## config.mk

```make
export PLATFORM = sky130hd
export DESIGN_NAME = lock_input_conditioner
export DESIGN_NICKNAME = d
export VERILOG_FILES = /design/src/rtl/lock_input_conditioner.sv
export SDC_FILE = /design/constraint.sdc
export NUM_CORES = 1
export LEC_CHECK = 0
export BUFFER_PORTS_ARGS = -buffer_cell sky130_fd_sc_hd__buf_2
export CAP_MARGIN = 20
export CORE_UTILIZATION = 54
export DETAILED_ROUTE_END_ITERATION = 10
export GPL_TIMING_DRIVEN = 0
export PLACE_DENSITY = 0.74
export SYNTH_ARGS = -nofsm -noshare
export SYNTH_HDL_FRONTEND = slang
export SYNTH_SLANG_ARGS = --single-unit
```

## constraint.sdc

```tcl
create_clock -name clk -period 2.1 [get_ports clk]
set_clock_uncertainty 0.05 [all_clocks]
set_input_delay 0.42 -clock clk [delete_from_list [all_inputs] [get_ports clk]]
set_output_delay 0.42 -clock clk [all_outputs]
set_load 0.01 [all_outputs]
```

## src/rtl/lock_input_conditioner.sv

```systemverilog
// Front end for the digital lock: synchronizes and debounces the three command
// buttons and the digit switches, then emits one command pulse per physical press.
module lock_input_conditioner #(
  parameter int DB_CYCLES = 500000,
  parameter int CNT_W     = 19
) (
  input  logic       clk,
  input  logic       rst,
  input  logic       btn_ent,
  input  logic       btn_clr,
  input  logic       btn_change,
  input  logic [3:0] sw_raw,
  output logic       ent,
  output logic       clr,
  output logic       change,
  output logic [3:0] sw,
  output logic [2:0] btn_level
);

  typedef enum logic [0:0] {
    ARMED = 1'b0,
    HELD  = 1'b1
  } state_t;

  localparam logic [CNT_W-1:0] CNT_LAST = CNT_W'(DB_CYCLES - 1);
  localparam logic [CNT_W-1:0] CNT_ONE  = CNT_W'(1);

  logic [2:0]       btn_raw_s;
  logic [2:0]       btn_meta_r;
  logic [2:0]       btn_sync_r;
  logic [3:0]       sw_meta_r;
  logic [3:0]       sw_sync_r;
  logic [CNT_W-1:0] cnt_r [3];
  logic [2:0]       lvl_r;
  logic [2:0]       lvl_prev_r;
  logic [2:0]       rise_s;
  state_t           state_r;
  logic             ent_r;
  logic             clr_r;
  logic             change_r;
  logic [3:0]       sw_r;

  // Bit order {change, clr, ent} is shared by every per-button vector.
  assign btn_raw_s = {btn_change, btn_clr, btn_ent};
  assign rise_s    = lvl_r & ~lvl_prev_r;

  // Two-flop synchronizers for buttons and digit switches
  always_ff @(posedge clk or negedge rst) begin
    if (!rst) begin
      btn_meta_r <= 3'b000;
      btn_sync_r <= 3'b000;
      sw_meta_r  <= 4'h0;
      sw_sync_r  <= 4'h0;
    end else begin
      btn_meta_r <= btn_raw_s;
      btn_sync_r <= btn_meta_r;
      sw_meta_r  <= sw_raw;
      sw_sync_r  <= sw_meta_r;
    end
  end

  // Per-button debounce: any disagreement run shorter than DB_CYCLES is forgotten
  always_ff @(posedge clk or negedge rst) begin
    if (!rst) begin
      for (int i = 0; i < 3; i++) begin
        cnt_r[i] <= '0;
      end
      lvl_r      <= 3'b000;
      lvl_prev_r <= 3'b000;
    end else begin
      lvl_prev_r <= lvl_r;
      for (int i = 0; i < 3; i++) begin
        if (btn_sync_r[i] == lvl_r[i]) begin
          cnt_r[i] <= '0;
        end else if (cnt_r[i] == CNT_LAST) begin
          cnt_r[i] <= '0;
          lvl_r[i] <= ~lvl_r[i];
        end else begin
          cnt_r[i] <= cnt_r[i] + CNT_ONE;
        end
      end
    end
  end

  // Command FSM: one pulse per press, clr > change > ent, then lock out until all released
  always_ff @(posedge clk or negedge rst) begin
    if (!rst) begin
      state_r  <= ARMED;
      ent_r    <= 1'b0;
      clr_r    <= 1'b0;
      change_r <= 1'b0;
      sw_r     <= 4'h0;
    end else begin
      ent_r    <= 1'b0;
      clr_r    <= 1'b0;
      change_r <= 1'b0;
      case (state_r)
        ARMED: begin
          if (rise_s[1]) begin
            clr_r   <= 1'b1;
            state_r <= HELD;
          end else if (rise_s[2]) begin
            change_r <= 1'b1;
            state_r  <= HELD;
          end else if (rise_s[0]) begin
            ent_r   <= 1'b1;
            sw_r    <= sw_sync_r;
            state_r <= HELD;
          end else begin
            state_r <= ARMED;
          end
        end
        HELD: begin
          if (lvl_r == 3'b000) begin
            state_r <= ARMED;
          end else begin
            state_r <= HELD;
          end
        end
        default: begin
          state_r <= ARMED;
        end
      endcase
    end
  end

  assign ent       = ent_r;
  assign clr       = clr_r;
  assign change    = change_r;
  assign sw        = sw_r;
  assign btn_level = lvl_r;

endmodule
```

==> results.ini <==
[synth]
yosys.area.top_type_share = 0.575
synth_warnings = 0
postSynthCellCount = 335
synthArstFlopShare = 1.00
synth_edf_count = 0
ys.flop_type = dfrtp_1
seq_area_frac_synth = 0.575
synth_area_mm2 = 0.00370
synth_area_leaders = dfrtp_1 57%, xor2_1 7.1%, nor2_1 5.0%, nand4_1 3.4%, xnor2_1 2.4%
yosysMostFrequentCell = dfrtp_1
ys_top_cells_by_count = 85 x dfrtp_1, 49 x nor2_1, 30 x xor2_1
synth_area_leader_cell = dfrtp_1
syn_area_per_cell_um2 = 11.0
yosysUniqueCellTypes = 43
syn_nets = 347
synth-seq-cells = 85

[min_path]
worstHoldStart = sw_raw[1]
hold_path.class = input port to register
whs_path_depth = 1
holdPathEnd = sw_meta_r[1]

[clock_network]
cts_buffer_depth = 2
root_buffer = clkbuf_8
cts_max_level = 3
cts_tree = done
cts.sinks = 85
cts_buffers = 9
clk_latency_ns = 0.36
clk_pin_slew_ns = 0.10

[floorplanning]
die_h_um = 84.8
die_area_mm2 = 0.00719
core_mm2 = 0.00649
num_io_pins = 19
start_util = 0.570
dieWidth_um = 84.8
rows = 29

[setup_path]
worstSetupPathType = register to register
critPathCaptureType = register
timing.rr.start = cnt_r[29]
slowest_stage = or4_4
slowest_delay_ns = 0.58
crit_path_cell_trace = or4b_4 -> or4_4 -> nor2_4 -> mux2_4
crit_family = simple AND/OR/NAND/NOR gates
crit_path_max_fanout = 3
arrival_ns = 2.32
start_kind = register
rr_endpoint = btn_level[1]
cp_num_buf_inv = 0
rr_worst_depth = 4
rrSetupSlack_ns = -0.02
critical_path_required_ns = 2.30

[sta]
finalSetupTns_ns = -0.0185
finalHoldViolations = 0
timing.final.ws_setup_ns = -0.0185
max_slew_margin = 0.715
clock.fmax_ghz = 0.472
finalCritPeriodShare = 1.01
slew_viol_final = 0
rsz0062_at_grt = yes
finalSetupViolCount = 1
worst_pin_slew_ns = 0.428
fin_crit_ns = 2.12

[placed_design]
dpl.hpwl_mm = 4.23
port_buffers = 18
gp_congestion = 0.799
place_ws_ns = -0.337
placed_cell_area_mm2 = 0.00392

[run_status]
status = complete, but fails checks
failed_checks = negative setup slack

[global_routing]
grt_pass1_vias = 2474
grt_pass1_wl_mm = 11.0
overflow = 0
grtUsageTotal = 0.198
antenna_found_initial = 0
grt_max_degree = 56

[layout]
drive_gt1_frac = 0.224
fin_area_mm2 = 0.00433
area_growth_pct = 17.1
utilization = 0.667
antenna_cells = 0
fillCellCount = 479
nets = 396

[detailed_routing]
route.vias.total = 2625
wl_mm = 6.86
firstDrtPassIters = 4
drc = 0
wire_per_inst_um = 14.7
first_iter_violations = 101
drt.antenna.violating_nets = 0
vias_per_cell = 5.63

[pwr]
p_leak_nw = 1.92
irDropWorstVdd_v = 0.000540
p_total_mw = 2.94
power_per_cell_area_mw_per_mm2 = 678

[run]
max-cap-violations = 0

per-stage QoR:
step	std cells	hold WS, ns
5_1_grt	466	0.0706
6_report	466	0.0993
2_1_floorplan	335	0.0744
4_1_cts	452	0.0837
3_3_place_gp	430	0.283
3_5_place_dp	431	0.286
kinds of logic after synthesis:
group,count (synthesis),share of synthesized area
simple gates,151,0.221
flops,85,0.575
xor+xnor,40,0.0947
compound gates,33,0.0581
buf+inv,16,0.0199
mux,7,0.0213
fa+ha+maj,3,0.0101
cell usage in the layout (no fill, tap or decap), types with 5 or more instances in the layout:
cell type / count
and4_1: 6
buf_2: 18
nand4_1: 20
or4_1: 6
xor2_1: 30
nand3_1: 16
buf_4: 20
clkbuf_8: 9
inv_1: 6
mux2_2: 6
or3_1: 5
a21oi_1: 13
o31ai_1: 6
dfrtp_1: 82
nand2_1: 17
nor2_1: 48
xnor2_1: 10
o21ai_0: 7
flip-flops by register name, indices dropped and copies added (netlist names):
register / cells
sw_meta_r: 4
ent: 1
clr: 1
state_r: 1
btn_sync_r: 3
lvl_prev_r: 3
sw_sync_r: 4
btn_level: 3
cnt_r: 57
sw: 4
btn_meta_r: 3
change: 1
layout make-up:
type	count	area, µm²	area share
multi-input cells	234	1540	0.356
clock inverters	7	76.3	0.0176
repair buffers	40	284	0.0655
flip-flops and latches	85	2130	0.492
clock buffers	9	124	0.0286
inverters	6	22.5	0.00520
plain buffers	8	55.1	0.0127
well taps	77	96.3	0.0222
power breakdown:
group	internal, mW	switching, mW
registers	1.66	0.0191
logic	0.0388	0.0711
clock network	0.472	0.673
metal layers:
metal	track usage	vias up	wire (µm)
li1	-	1286	-
met1	0.268	1284	3300
met2	0.307	45	3240
met3	0.0551	10	230
met4	0.0724	0	90
met5	0	-	0
repair_timing:
| action | 4_1_cts | 5_1_grt |
|---|---|---|
| buffers inserted | 5 | 15 |
| endpoints found under the hold margin | 30 | 0 |
| resized for setup | 4 | 17 |
| setup endpoints to repair | 41 | 40 |
| pin swaps | 2 | 11 |
| hold buffers | 1 | 0 |
worst max-delay path by stage:
stage / startpoint / to / slack (ns) / cells past startpoint
final: cnt_r[29] / btn_level[1] / -0.02 / 4
after global routing: cnt_r[25] / cnt_r[32] / -0.08 / 6
after CTS: cnt_r[33] / btn_level[1] / 0.01 / 4
after detailed placement: cnt_r[0] / cnt_r[11] / -0.34 / 6
after global placement: cnt_r[0] / cnt_r[11] / -0.31 / 6
after floorplan: cnt_r[30] / btn_level[1] / 0.06 / 4
Note: power is estimated with default switching activity, not from simulation.
